[config.mk]
export PLATFORM = sky130hd
export DESIGN_NAME = cpu_state_dump
export DESIGN_NICKNAME = d
export VERILOG_FILES = /design/src/rtl/cpu_dump_pkg.sv /design/src/rtl/cpu_halt_detect.sv /design/src/rtl/cpu_state_dump.sv
export SDC_FILE = /design/constraint.sdc
export NUM_CORES = 1
export LEC_CHECK = 0
export BUFFER_PORTS_ARGS = -buffer_cell sky130_fd_sc_hd__buf_2
export CAP_MARGIN = 20
export CORE_MARGIN = 5
export CORE_UTILIZATION = 46
export DETAILED_ROUTE_END_ITERATION = 10
export GPL_ROUTABILITY_DRIVEN = 0
export PLACE_DENSITY_LB_ADDON = 0.2
export SLEW_MARGIN = 25
export SYNTH_ARGS = -nofsm -noshare
export SYNTH_HDL_FRONTEND = slang
export SYNTH_SLANG_ARGS = --single-unit
[constraint.sdc]
create_clock -name clk -period 1.88 [get_ports clk]
set_input_delay 0.376 -clock clk [delete_from_list [all_inputs] [get_ports clk]]
set_output_delay 0.376 -clock clk [all_outputs]
set_load 0.02 [all_outputs]
[src/rtl/cpu_dump_pkg.sv]
// cpu_dump_pkg: shared types and constants for the end-of-program state dumper.
package cpu_dump_pkg;
    typedef enum logic [2:0] {
        ST_IDLE, ST_DRAIN, ST_REG_RD, ST_REG_CAP, ST_MEM_RD, ST_MEM_CAP, ST_OUT, ST_DONE
    } dump_state_t;
    localparam logic [15:0] HALT_OP_A = 16'hE000;
    localparam logic [15:0] HALT_OP_B = 16'hE7FF;
    localparam logic KIND_REG = 1'b0;
    localparam logic KIND_MEM = 1'b1;
    typedef struct packed {
        logic        kind;
        logic [15:0] addr;
        logic [15:0] data;
    } dump_rec_t;
    function automatic logic is_halt(input logic [15:0] op);
        return op == HALT_OP_A || op == HALT_OP_B;
    endfunction
endpackage

[src/rtl/cpu_halt_detect.sv]
// cpu_halt_detect: registered single-cycle halt pulse, suppressed while a dump is running or finished.
module cpu_halt_detect
    import cpu_dump_pkg::*;
(
    input  logic        clk,
    input  logic        rst_n,
    input  logic [15:0] instr_i,
    input  logic        instr_valid_i,
    input  logic        active_i,
    input  logic        done_i,
    output logic        halt_o,
    output logic        busy_o
);
    logic halt_q, halt_d;
    assign busy_o = halt_q | active_i;
    assign halt_d = instr_valid_i & is_halt(instr_i) & ~busy_o & ~done_i;
    assign halt_o = halt_q;
    always_ff @(posedge clk or negedge rst_n) begin
        if (!rst_n) halt_q <= 1'b0;
        else        halt_q <= halt_d;
    end
endmodule

[src/rtl/cpu_state_dump.sv]
// cpu_state_dump: after a CPU halt and a drain delay, streams every register and
// every non-zero data-memory word out as {kind, addr, data} records.
module cpu_state_dump
    import cpu_dump_pkg::*;
#(
    parameter int DRAIN_CYCLES = 10,
    parameter int MEM_AW       = 16,
    parameter int NUM_REGS     = 16
) (
    input  logic              clk,
    input  logic              reset_n,
    input  logic [15:0]       instr,
    input  logic              instr_valid,
    output logic              reg_re,
    output logic [3:0]        reg_addr,
    input  logic [15:0]       reg_rdata,
    output logic              mem_re,
    output logic [MEM_AW-1:0] mem_addr,
    input  logic [15:0]       mem_rdata,
    output logic              out_valid,
    input  logic              out_ready,
    output logic              out_kind,
    output logic [15:0]       out_addr,
    output logic [15:0]       out_data,
    output logic              busy,
    output logic              done
);
    localparam logic [MEM_AW-1:0] ADDR_ONE = MEM_AW'(1);
    logic [1:0]        rst_sync_q;
    logic              rst_n;
    dump_state_t       state_q, state_d;
    logic [7:0]        cnt_q, cnt_d;
    logic [3:0]        idx_q, idx_d;
    logic [MEM_AW-1:0] addr_q, addr_d;
    dump_rec_t         rec_q, rec_d;
    logic              halt, active, last_addr, last_reg;

    // Assert asynchronously, release two edges later so no flop sees a runt reset.
    always_ff @(posedge clk or negedge reset_n) begin
        if (!reset_n) rst_sync_q <= 2'b00;
        else          rst_sync_q <= {rst_sync_q[0], 1'b1};
    end
    assign rst_n = rst_sync_q[1];

    assign active    = state_q != ST_IDLE && state_q != ST_DONE;
    assign done      = state_q == ST_DONE;
    assign last_addr = &addr_q;
    assign last_reg  = idx_q == 4'(NUM_REGS - 1);

    cpu_halt_detect u_halt (
        .clk          (clk),
        .rst_n        (rst_n),
        .instr_i      (instr),
        .instr_valid_i(instr_valid),
        .active_i     (active),
        .done_i       (done),
        .halt_o       (halt),
        .busy_o       (busy)
    );

    always_ff @(posedge clk or negedge rst_n) begin
        if (!rst_n) begin
            state_q <= ST_IDLE;
            cnt_q   <= '0;
            idx_q   <= '0;
            addr_q  <= '0;
            rec_q   <= '0;
        end else begin
            state_q <= state_d;
            cnt_q   <= cnt_d;
            idx_q   <= idx_d;
            addr_q  <= addr_d;
            rec_q   <= rec_d;
        end
    end

    always_comb begin
        state_d = state_q;
        cnt_d   = cnt_q;
        idx_d   = idx_q;
        addr_d  = addr_q;
        rec_d   = rec_q;
        case (state_q)
            ST_IDLE: if (halt) begin
                state_d = DRAIN_CYCLES == 0 ? ST_REG_RD : ST_DRAIN;
                cnt_d   = 8'(DRAIN_CYCLES - 1);
            end
            ST_DRAIN: begin
                cnt_d = cnt_q - 8'd1;
                if (cnt_q == 8'd0) state_d = ST_REG_RD;
            end
            ST_REG_RD: state_d = ST_REG_CAP;
            ST_REG_CAP: begin
                rec_d   = '{kind: KIND_REG, addr: 16'(idx_q), data: reg_rdata};
                state_d = ST_OUT;
            end
            ST_MEM_RD: state_d = ST_MEM_CAP;
            ST_MEM_CAP: if (mem_rdata != 16'd0) begin
                rec_d   = '{kind: KIND_MEM, addr: 16'(addr_q), data: mem_rdata};
                state_d = ST_OUT;
            end else begin
                addr_d  = addr_q + ADDR_ONE;
                state_d = last_addr ? ST_DONE : ST_MEM_RD;
            end
            ST_OUT: if (out_ready) begin
                if (rec_q.kind == KIND_REG) begin
                    idx_d   = idx_q + 4'd1;
                    addr_d  = '0;
                    state_d = last_reg ? ST_MEM_RD : ST_REG_RD;
                end else begin
                    addr_d  = addr_q + ADDR_ONE;
                    state_d = last_addr ? ST_DONE : ST_MEM_RD;
                end
            end
            default: ;
        endcase
    end

    assign reg_re    = state_q == ST_REG_RD;
    assign reg_addr  = idx_q;
    assign mem_re    = state_q == ST_MEM_RD;
    assign mem_addr  = addr_q;
    assign out_valid = state_q == ST_OUT;
    assign out_kind  = rec_q.kind;
    assign out_addr  = rec_q.addr;
    assign out_data  = rec_q.data;
endmodule

==> impl_results.md, run 1 <==
* Outcome: completed
* Share of the synthesized area in the top cell type at approximately half
* Switching share of total power at 38.7%
* Final ANT Viol Nets at 0
* Worst IR drop on VDD at 0.000605 V
* Post-DP HPWL at ~6600 um
* Setup bufs post-CTS at 0
* Post-Syn Area at 3310 um2
* Max Fclk at approximately 0.55 GHz
* Syn nets at 391
* # fillers at approximately 650
* Leak at 2.32 nW
* # rows at 31
* Reg2reg setup slack at about 0.14 ns
* Post-Synth XOR/XNOR Area at approximately 1.9%
* Clk slew on worst S/H paths at 0.07 ns
* Synth area leader: dfrtp_1
* Synthesis Warnings at 0
* Clock Skew at ~0.013 ns
* Syn-to-layout area delta at 37.3%
* TritonCTS clock tree: done
* Combinational Power Share at 41.8%
* Multi-input logic area at approximately 1600 um2
* CP Buf/Inv Count at 2
* Antenna violations before repair at 0
* Sum of negative setup slack at 0 ns
* Final Power at around 5.7 mW
* FF-to-FF Start: state_q[1]$_DFFE_PN0P_
* Initial cell density of the core at between 40% and 50%
* Cell count after synthesis at about 340
* CP cell instances: buf_4 -> nor2b_1 -> nor2b_2 -> buf_4
* Grt ovf at 0
* CP max FO at 7
* Slowest CP cell: dfrtp_2
* Max_cap viols at 0
* Final worst slack at between 0.07 and 0.08 ns
* Largest net degree at the start of global routing at 39
* Via density at approximately 5.3
* Placed cell area at 4250 um2
* Fraction of layout cells with a size suffix above 1 at a little under two fifths
* Worst Hold Class: input pin to register
* Cell repeated most along the worst path: buf_4
* Critical path's top delay family: flip-flops
* DRC at 0
* Worst Hold Path EP: u_halt.halt_o$_DFF_PN0_
* Worst-case clock buffer depth at 2
* Crit Reg-Reg Endpoint: reg_addr[1]$_DFFE_PN0P_
* Drt initial violations at 131
* CP Class: register to output pin
* Register share of total power at between 30% and 40%
* Yosys cell types at 49
* Core footprint at approximately 7000 um2
* Design Area, Final at 4540 um2
* Fin Hold WS at just under 0.2 ns
* Sw power at between 2 and 2.5 mW
* Worst slack, placed at -0.225 ns
* Hold Fails Final Rpt at 0
* Simple logic cell fraction of the synthesized area at 19.8%
* H-tree levels at 3
* Multiplexer share of the synthesized area at 7.65%
* Synth Area in Adders at under 10%
* Largest family of logic cells by synthesized area: simple AND/OR/NAND/NOR gates
* I/O Buffers at roughly 110
* Seq/Total Area, Yosys at approximately half
* Ant diodes at 0
* Startpoint type of the worst setup path: register
* Via count at between 3000 and 4000
* Post-layout min period at between 1.5 and 2 ns
* CTS Buf Count at 9
* Die H at about 95 um
* Vias in the first global route at 3038
* Setup violations, final at 0
* Dpl cells at roughly 560
* Data arrival time of the worst path at 1.43 ns
* Global-route wire length before repair at roughly 14000 um
* Total wire length at roughly 8900 um
* Period utilisation layout at a little over nine tenths
* Wire per inst at around 15 um
* Int Power at between 3 and 4 mW
* CTS Root Cell: clkbuf_8
* Syn avg cell area at 9.87 um2
* EDFF count, synth at 0
* Slew Viols, Final at 0
* Worst r2r path cells at 5
* Worst path required time at about 1.5 ns
* # clock sinks at between 60 and 70
* Top post-synthesis cells by area: dfrtp_1, mux2i_1, nand2_1
* Fin cells at around 580
* Synth Area in Compound Gates at 15.7%
* Sequential standard cell area at 1680 um2
* Die area at between 8000 and 9000 um2
* Num ports at 110
* PwrDens at approximately 1300 nW/um2
* Die Wd at approximately 95 um
* DRT Pass-1 Iters at 4
* WHS Path Cells at 2
* Finished Core Util at a little under two thirds
* CP endpoint kind: output pin
* Crit-path max cell delay at 0.44 ns
* Clock power frac at approximately 25%
* All-Layer GR Usage at 20.4%
* Unrepaired setup endpoints after global routing: no
* Fraction of registers with async set/reset at 100%
* Min-Delay Startpoint: instr[12]
* Main flop type after synthesis: dfrtp_1
* Clk_lat worst skew at 0.34 ns
* Yosys reg bits at 67
* Final nets at roughly 530
synth_stat cells, types with 2 or more instances:
cell type and count:
ha_1 4, nor2b_1 6, dfrtp_1 67, o21ai_0 33, and3_1 2, a22o_1 12
nand3_1 11, a41oi_1 2, buf_2 2, nand2b_1 3, xnor2_1 6, nor2_1 18
or3_1 4, inv_1 3, clkbuf_1 15, nand2_1 48, o31ai_1 11, nor4_2 4
nor3_1 5, a21oi_1 9, nor4_1 9, mux2_2 2, nand4_1 8, mux2i_1 23
a31oi_1 3, nor3b_1 2
kinds of logic (layout without fill, tap and decap cells):
group,count (synthesis),in the layout
simple gates,128,128
mux,25,25
buf+inv,22,169
other cells,1,1
flops,67,67
fa+ha+maj,4,4
compound gates,81,81
xor+xnor,7,7
repair_timing:
action	in CTS	in global routing
setup endpoints to repair	2	8
cloned	0	0
pin swaps	0	1
gates resized for setup	2	11
hold buffers	1	0
endpoints found under the hold margin	2	0
power by group through the flow:
stage               registers [mW]  clock network (mW)  logic (mW)
floorplan                     2.27                   0        1.05
global placement              1.92                   0        2.31
detailed placement            1.93                   0        2.36
CTS                           1.90                1.42        2.37
global route                  1.95                1.50        2.60
finish                        1.91                1.40        2.38
worst max path at each step:
stage               cells past startpoint                        to  slack (ns)                    from
floorplan                               5  mem_addr[15]$_DFFE_PN0P_        0.03            mem_rdata[8]
detailed placement                      6   mem_addr[3]$_DFFE_PN0P_       -0.23           mem_rdata[11]
finish                                  4                    reg_re        0.07  state_q[0]$_DFFE_PN0P_
global route                            5   mem_addr[3]$_DFFE_PN0P_       0.001  state_q[2]$_DFFE_PN0P_
CTS                                     4                    reg_re       0.008  state_q[0]$_DFFE_PN0P_
global placement                        7  mem_addr[15]$_DFFE_PN0P_       -0.20           mem_rdata[11]
metal layers:
| metal | GRT usage, % | share of wire [%] |
|---|---|---|
| met4 | 5.41 | 0.99 |
| met2 | 33.5 | 47 |
| met3 | 4.22 | 6.1 |
| met5 | 0 | 0 |
| met1 | 27.6 | 46 |
cell usage in the layout, fill, tap and decap left out, drive strengths merged, types with 3 or more instances in the layout:
master,instances
nor2,18
o31ai,11
a31oi,3
mux2i,23
xnor2,6
nand3,11
buf,149
nor4,13
nor2b,6
a22o,12
a21oi,9
ha,4
or3,4
nand4,8
inv,4
clkbuf,11
dfrtp,67
o21ai,34
nor3,5
nand2b,3
nand2,48
sequential cells by signal, indices dropped and copies added (netlist names):
| register | cells |
|---|---|
| reg_addr | 4 |
| mem_addr | 16 |
| state_q | 3 |
| cnt_q | 8 |
| out_data | 16 |
| rst_sync_q | 2 |
| u_halt.halt_o | 1 |
| out_kind | 1 |
| out_addr | 16 |
worst register-to-register path, delay by kind of cell (launching register included):
family,cells,cell delay [ns]
AO/OA/AOI/OAI,1,0.27
buffers and inverters,1,0.19
flip-flops,1,0.42
multiplexers,1,0.35
AND/OR/NAND/NOR,2,0.41
cell type report:
type	count	area share, %
sequential	67	37.1
multi-input combinational	246	35.2
timing repair buffer	150	19.5
clock buffer	11	3.34
tap	99	2.73
clock inverter	5	1.85
inverter	3	0.248
No activity file was read; power rests on OpenSTA's default activity.
==> run 2, diff against run 1 <==
--- a/config.mk
+++ b/config.mk
@@ -8,11 +8,12 @@
 export BUFFER_PORTS_ARGS = -buffer_cell sky130_fd_sc_hd__buf_2
 export CAP_MARGIN = 20
 export CORE_MARGIN = 5
-export CORE_UTILIZATION = 46
+export CORE_UTILIZATION = 47
 export DETAILED_ROUTE_END_ITERATION = 10
 export GPL_ROUTABILITY_DRIVEN = 0
 export PLACE_DENSITY_LB_ADDON = 0.2
 export SLEW_MARGIN = 25
 export SYNTH_ARGS = -nofsm -noshare
 export SYNTH_HDL_FRONTEND = slang
+export SYNTH_HIERARCHICAL = 1
 export SYNTH_SLANG_ARGS = --single-unit
==> run 2 against run 1 <==
Against the previous run:
- area after synthesis rose by 17%
- routed wire length rose by 13%
- clock power fell by 23%
- register-to-register slack got worse by 0.10 ns
- final area rose by 16%
- global-route usage fell by 0.91 points
- hold slack improved by 0.056 ns
- non-clock buffer count rose by 15
- sequential share of layout area fell by 5.3 points
- synthesized cell count rose by 4.2%
- critical path type is now register to register
- fmax fell by 1.7%
- largest cell class is now multi-input combinational cells
==> impl_results.md, run 2 <==
* Crit-path max cell delay at 0.46 ns (was 0.44 ns)
* Ant diodes at 0 (unchanged)
* Final ANT Viol Nets at 0 (unchanged)
* DRT Pass-1 Iters at 4 (unchanged)
* Reg2reg setup slack at 0.04 ns (was 0.14 ns)
* Global-route wire length before repair at 16000 um (was 14500 um)
* Die area at 10200 um2 (was 8980 um2)
* Total wire length at 10100 um (was 8880 um)
* Leak at 2.43 nW (was 2.32 nW)
* Syn avg cell area at 11.1 um2 (was 9.87 um2)
* Worst Hold Class: register to async pin (was input pin to register)
* Crit Reg-Reg Endpoint: out_data[0]$_DFFE_PN0P_ (was reg_addr[1]$_DFFE_PN0P_)
* Placed cell area at 4820 um2 (was 4250 um2)
* Design Area, Final at 5280 um2 (was 4540 um2)
* Wire per inst at 16.3 um (was 15.3 um)
* Post-layout min period at 1.84 ns (was 1.81 ns)
* Clock Skew at 0.00571 ns (was 0.0128 ns)
* Finished Core Util at 64.9% (was 63.6%)
* CP Buf/Inv Count at 2 (unchanged)
* Synthesis Warnings at 6 (was 0)
* Worst IR drop on VDD at 0.000981 V (was 0.000605 V)
* PwrDens at 1280 nW/um2 (was 1250 nW/um2)
* Via count at 3349 (was 3065)
* Slowest CP cell: dfrtp_2 (unchanged)
* TritonCTS clock tree: done (unchanged)
* Unrepaired setup endpoints after global routing: yes (was no)
* Largest net degree at the start of global routing at 27 (was 39)
* Outcome: completed (unchanged)
* CP Class: register to register (was register to output pin)
* Post-DP HPWL at 7440 um (was 6630 um)
* Clk slew on worst S/H paths at 0.08 ns (was 0.07 ns)
* Die Wd at 101 um (was 94.8 um)
* Drt initial violations at 140 (was 131)
* Setup violations, final at 0 (unchanged)
* Fraction of layout cells with a size suffix above 1 at 50.1% (was 38.4%)
* Share of the synthesized area in the top cell type at 43.2% (was 50.7%)
* FF-to-FF Start: state_q[2]$_DFFE_PN0P_ (was state_q[1]$_DFFE_PN0P_)
* Critical Path Start: state_q[2]$_DFFE_PN0P_ (was state_q[0]$_DFFE_PN0P_)
* Fraction of registers with async set/reset at 100% (unchanged)
* Max Fclk at 0.544 GHz (was 0.553 GHz)
* Via density at 5.44 (was 5.28)
* All-Layer GR Usage at 19.5% (was 20.4%)
* Data arrival time of the worst path at 2.06 ns (was 1.43 ns)
* Worst setup path end: out_data[0]$_DFFE_PN0P_ (was reg_re)
* Critical path's top delay family: multiplexers (was flip-flops)
* Worst-case clock buffer depth at 2 (unchanged)
* Count leader, synth: dfrtp_1 (unchanged)
* Core footprint at 8130 um2 (was 7140 um2)
* EDFF count, synth at 0 (unchanged)
* Hold Fails Final Rpt at 0 (unchanged)
* Die H at 101 um (was 94.8 um)
* Seq/Total Area, Yosys at 43.2% (was 50.7%)
* Syn-to-layout area delta at 36.0% (was 37.3%)
* Synth area leader: dfrtp_1 (unchanged)
* Cell count after synthesis at 349 (was 335)
* Worst-Margin Slew at approximately 0.53 ns
* CP max FO at 16 (was 7)
* Slew Viols, Final at 0 (unchanged)
* Post-Syn Area at 3880 um2 (was 3310 um2)
* CTS Root Cell: clkbuf_8 (unchanged)
* Top post-synthesis cells by area: dfrtp_1, mux2_4, mux2_2 (was dfrtp_1, mux2i_1, nand2_1)
* Vias in the first global route at 3347 (was 3038)
* Grt ovf at 0 (unchanged)
* Worst path required time at 2.10 ns (was 1.50 ns)
* Final nets at 562 (was 533)
* CP endpoint kind: register (was output pin)
* Main flop type after synthesis: dfrtp_1 (unchanged)
* Syn nets at 405 (was 391)
* # rows at 33 (was 31)
* CTS Buf Count at 9 (unchanged)
* Worst rel slew slack at roughly 65%
* Most common cell after layout, fill and taps aside: buf_2 (unchanged)
* Top cells by count, synth: dfrtp_1, nand2_1, mux2_2, mux2_4, mux2i_1 (was dfrtp_1, nand2_1, o21ai_0, mux2i_1, nor2_1)
* Worst r2r path cells at 5 (unchanged)
* Most frequent cells in the layout: buf_2, dfrtp_1, buf_4 (was buf_2, dfrtp_1, nand2_1)
* Yosys cell types at 54 (was 49)
* Yosys reg bits at 67 (unchanged)
* Max_cap viols at 0 (unchanged)
* Fin Hold WS at 0.251 ns (was 0.195 ns)
* Period utilisation layout at 97.9% (was 96.2%)
* Levels on crit path at 5 (was 4)
* Initial cell density of the core at 47.7% (was 46.3%)
* # clock sinks at 67 (unchanged)
* DRC at 0 (unchanged)
* CP cell instances: buf_4 -> nand3b_1 -> buf_4 -> mux2_2 -> mux2_2 (was buf_4 -> nor2b_1 -> nor2b_2 -> buf_4)
* Final Power at 6.74 mW (was 5.69 mW)
* H-tree levels at 3 (unchanged)
* Clk_lat worst skew at 0.33 ns (was 0.34 ns)
* I/O Buffers at 109 (unchanged)
* Antenna violations before repair at 0 (unchanged)
* Startpoint type of the worst setup path: register (unchanged)
* Num ports at 110 (unchanged)
-- run 2: timing repair --
action,in CTS,in global routing
setup buffers,7,2
hold endpoints to repair,2,0
hold buffers,1,0
pin swaps,2,7
gates resized for setup,9,25
cloned,0,3
endpoints found under the setup margin,2,40
-- run 2: layout make-up --
type                            count  area [um2]
Fill cell                         657        2850
Multi-Input combinational cell    245        2090
Sequential cell                    67        1680
Timing Repair Buffer              165        1130
Clock buffer                       10         138
Tap cell                          105         131
Inverter                           18        67.6
Clock inverter                      6        41.3
-- run 2: cell families (layout without fill, tap and decap cells) --
family                   after synthesis  count (layout)  synth area share, %
AND/OR/NAND/NOR                      119             119                 19.0
other                                  1               1               0.0966
multiplexers                          63              63                 19.5
adder cells (fa/ha/maj)                4               4                 1.29
flip-flops                            67              67                 43.2
XOR/XNOR                               3               3                0.677
AO/OA/AOI/OAI                         55              55                 11.0
buffers and inverters                 37             199                 5.22
-- run 2: stage by stage --
step | setup TNS, ns | cells | setup WS [ns]
5_1_grt | -0.382 | 616 | -0.0338
6_report | 0 | 616 | 0.0402
4_1_cts | -0.00195 | 611 | -0.00195
2_1_floorplan | 0 | 349 | 0.00763
3_3_place_gp | -4.73 | 587 | -0.139
3_5_place_dp | -5.66 | 587 | -0.163
-- run 2: worst min-delay path by stage --
stage	depth (start not counted)	endpoint	from	slack, ns
finish	0	reg_addr[3]$_DFFE_PN0P_	rst_sync_q[1]$_DFF_PN0_	0.25
global route	0	reg_addr[2]$_DFFE_PN0P_	rst_sync_q[1]$_DFF_PN0_	0.29
CTS	0	reg_addr[2]$_DFFE_PN0P_	rst_sync_q[1]$_DFF_PN0_	0.26
detailed placement	1	rst_sync_q[0]$_DFF_PN0_	reset_n	0.16
global placement	1	rst_sync_q[0]$_DFF_PN0_	reset_n	0.16
floorplan	0	rst_sync_q[0]$_DFF_PN0_	reset_n	0.08
-- run 2: routing by layer --
layer  vias to the layer above  GRT usage [%]  part of all wire, %
li1                       1601              -                    -
met1                      1654           24.9                   42
met2                        90           33.4                   51
met3                         4           5.19                  6.2
met4                         0           3.83                 0.61
met5                         -              0                    0
-- run 2: where the power goes --
part	internal (mW)	switching (mW)	total [mW]
clock	0.511	0.567	1.08
sequential	1.79	0.256	2.04
combinational	1.84	1.78	3.62
==> run 3, diff against run 2 <==
--- a/config.mk
+++ b/config.mk
@@ -7,13 +7,13 @@
 export LEC_CHECK = 0
 export BUFFER_PORTS_ARGS = -buffer_cell sky130_fd_sc_hd__buf_2
 export CAP_MARGIN = 20
-export CORE_MARGIN = 5
-export CORE_UTILIZATION = 47
+export CELL_PAD_IN_SITES_DETAIL_PLACEMENT = 1
+export CELL_PAD_IN_SITES_GLOBAL_PLACEMENT = 1
+export CORE_UTILIZATION = 34
 export DETAILED_ROUTE_END_ITERATION = 10
 export GPL_ROUTABILITY_DRIVEN = 0
 export PLACE_DENSITY_LB_ADDON = 0.2
 export SLEW_MARGIN = 25
 export SYNTH_ARGS = -nofsm -noshare
 export SYNTH_HDL_FRONTEND = slang
-export SYNTH_HIERARCHICAL = 1
 export SYNTH_SLANG_ARGS = --single-unit
==> run 3 against run 2 <==
Against the previous run:
- final area decreased by 13%
- via count decreased by 6.7%
- global-route usage increased by 0.89 points
- largest cell class is now sequential cells
- worst setup slack improved by 0.042 ns
- combinational power decreased by 33%
- highest routed layer unchanged
- register-to-register slack improved by 0.04 ns
- largest power group unchanged
==> impl_results.md, run 3 (same netlist as run 1, synthesis figures left out) <==
* Global-route wire length before repair at 16100 um (was 16000 um)
* Worst Hold Class: input pin to register (was register to async pin)
* Cell repeated most along the worst path: buf_4
* Data arrival time of the worst path at 2.06 ns (about the same)
* Worst IR drop on VDD at 0.000379 V (was 0.000981 V)
* PwrDens at 1210 nW/um2 (was 1280 nW/um2)
* Worst-Margin Slew at 0.550 ns (was 0.526 ns)
* I/O Buffers at 109 (unchanged)
* Die H at 101 um (about the same)
* Period utilisation layout at 95.6% (was 97.9%)
* TritonCTS clock tree: done (unchanged)
* Die Wd at 101 um (about the same)
* All-Layer GR Usage at 20.4% (was 19.5%)
* Crit Reg-Reg Endpoint: mem_addr[15]$_DFFE_PN0P_ (was out_data[0]$_DFFE_PN0P_)
* Total wire length at 9910 um (was 10100 um)
* # clock sinks at 67 (unchanged)
* Vias in the first global route at 3252 (was 3347)
* Clk slew on worst S/H paths at 0.08 ns (about the same)
* CP Class: register to register (unchanged)
* Outcome: completed (unchanged)
* DRC at 0 (unchanged)
* Most frequent cells in the layout: buf_2, dfrtp_1, nand2_1 (was buf_2, dfrtp_1, buf_4)
* GRT busiest layer: met2 (unchanged)
* FF-to-FF Start: state_q[2]$_DFFE_PN0P_ (unchanged)
* Critical path's top delay family: simple AND/OR/NAND/NOR gates (was multiplexers)
* Num ports at 110 (unchanged)
* Ant diodes at 0 (unchanged)
* Int Power at 3.27 mW (was 4.14 mW)
* CTS Root Cell: clkbuf_8 (unchanged)
* Post-layout min period at 1.80 ns (was 1.84 ns)
* Critical Path Start: state_q[2]$_DFFE_PN0P_ (unchanged)
* Via density at 5.11 (was 5.44)
* GR Util met1 at 26.3% (was 24.9%)
* CP Buf/Inv Count at 2 (unchanged)
* Largest net degree at the start of global routing at 41 (was 27)
* Fin Hold WS at 0.192 ns (was 0.251 ns)
* Via count at 3125 (was 3349)
* # rows at 35 (was 33)
* Worst-case clock buffer depth at 2 (unchanged)
* Leak at 2.31 nW (was 2.43 nW)
* Slew Viols, Final at 0 (unchanged)
* Syn-to-layout area delta at 38.3% (was 36.0%)
* DRT Pass-1 Iters at 4 (unchanged)
* Register share of total power at 34.8% (was 30.3%)
* Slowest CP cell: or4_1 (was dfrtp_2)
* Finished Core Util at 49.0% (was 64.9%)
* Most common cell after layout, fill and taps aside: buf_2 (unchanged)
* Levels on crit path at 6 (was 5)
* Worst path required time at 2.14 ns (was 2.10 ns)
* Post-DP HPWL at 7400 um (was 7440 um)
* M2 GR Usage at 34.8% (was 33.4%)
* Max Fclk at 0.556 GHz (was 0.544 GHz)
* GRT met3 Usage at 3.74% (was 5.19%)
* CP cell instances: buf_4 -> buf_4 -> o21ai_1 -> or2_1 -> or4_1 -> a21oi_1 (was buf_4 -> nand3b_1 -> buf_4 -> mux2_2 -> mux2_2)
* Crit-path max cell delay at 0.50 ns (was 0.46 ns)
* Final nets at 534 (was 562)
* Drt initial violations at 95 (was 140)
* CP max FO at 7 (was 16)
* Worst r2r path cells at 6 (was 5)
* Setup violations, final at 0 (unchanged)
* Worst rel slew slack at 63.3% (was 64.9%)
* Antenna violations before repair at 0 (unchanged)
* Startpoint type of the worst setup path: register (unchanged)
* Core footprint at 9330 um2 (was 8130 um2)
* Initial cell density of the core at 35.4% (was 47.7%)
* CP endpoint kind: register (unchanged)
* Reg2reg setup slack at 0.08 ns (was 0.04 ns)
* H-tree levels at 3 (unchanged)
* Final ANT Viol Nets at 0 (unchanged)
* Combinational Power Share at 44.1% (was 53.7%)
* Switching share of total power at 40.7% (was 38.6%)
* Die area at 10100 um2 (was 10200 um2)
* Hold Fails Final Rpt at 0 (unchanged)
* Wire per inst at 16.2 um (was 16.3 um)
* Clock power frac at 21.1% (was 16.0%)
* CTS Buf Count at 9 (unchanged)
* Clk_lat worst skew at 0.34 ns (was 0.33 ns)
* Worst setup path end: mem_addr[15]$_DFFE_PN0P_ (was out_data[0]$_DFFE_PN0P_)
* Grt ovf at 0 (unchanged)
* Fraction of layout cells with a size suffix above 1 at 38.7% (was 50.1%)
* Clock Skew at 0.00574 ns (was 0.00571 ns)
* Max_cap viols at 0 (unchanged)
* # fillers at 1107 (was 657)
* Sw power at 2.24 mW (was 2.60 mW)
[run 3: layer usage]
metal	part of all wire (%)	routed length [um]
met3	4.3	423
met1	46	4600
met5	0	0
met4	0.86	85
met2	48	4800
[run 3: how the worst min path moves through the flow]
| stage | start | to | slack (ns) | cells after the start |
|---|---|---|---|---|
| global route | instr[12] | u_halt.halt_o$_DFF_PN0_ | 0.18 | 2 |
| floorplan | reset_n | rst_sync_q[0]$_DFF_PN0_ | 0.08 | 0 |
| finish | instr[12] | u_halt.halt_o$_DFF_PN0_ | 0.19 | 2 |
| CTS | instr[12] | u_halt.halt_o$_DFF_PN0_ | 0.18 | 2 |
| global placement | reset_n | rst_sync_q[0]$_DFF_PN0_ | 0.16 | 1 |
| detailed placement | reset_n | rst_sync_q[0]$_DFF_PN0_ | 0.17 | 1 |
[run 3: area by class of cell]
class	instances	area [um2]	share of cell area, %
tap	129	161	3.53
inverter	3	11.3	0.246
multi-input combinational	246	1610	35.3
clock buffer	11	131	2.87
clock inverter	5	53.8	1.18
timing repair buffer	151	915	20.0
sequential	67	1690	36.9
[run 3: metrics by stage]
step / std cells / TNS, ns / setup slack (ns) / area [um2] / power (mW)
final: 612 / 0 / 0.0825 / 4570 / 5.51
after global routing: 612 / -0.0778 / -0.0532 / 4570 / 5.88
after CTS: 612 / 0 / 0.000859 / 4520 / 5.53
after detailed placement: 594 / -2.93 / -0.243 / 4300 / 4.31
after global placement: 594 / -1.65 / -0.186 / 4300 / 4.23
after floorplan: 335 / 0 / 0.0310 / 3320 / 3.32
[run 3: power groups by stage]
stage | registers [mW] | clock network, mW | logic, mW
floorplan | 2.27 | 0 | 1.05
global placement | 1.91 | 0 | 2.31
detailed placement | 1.94 | 0 | 2.38
CTS | 1.91 | 1.21 | 2.40
global route | 1.96 | 1.26 | 2.66
finish | 1.92 | 1.16 | 2.43
[run 3: what timing repair did]
| action | 4_1_cts | 5_1_grt |
|---|---|---|
| endpoints found under the hold margin | 2 | 0 |
| setup endpoints to repair | 1 | 13 |
| setup buffers | 1 | 0 |
| pin swaps | 0 | 2 |
| resized for setup | 4 | 14 |
| hold buffers | 1 | 0 |
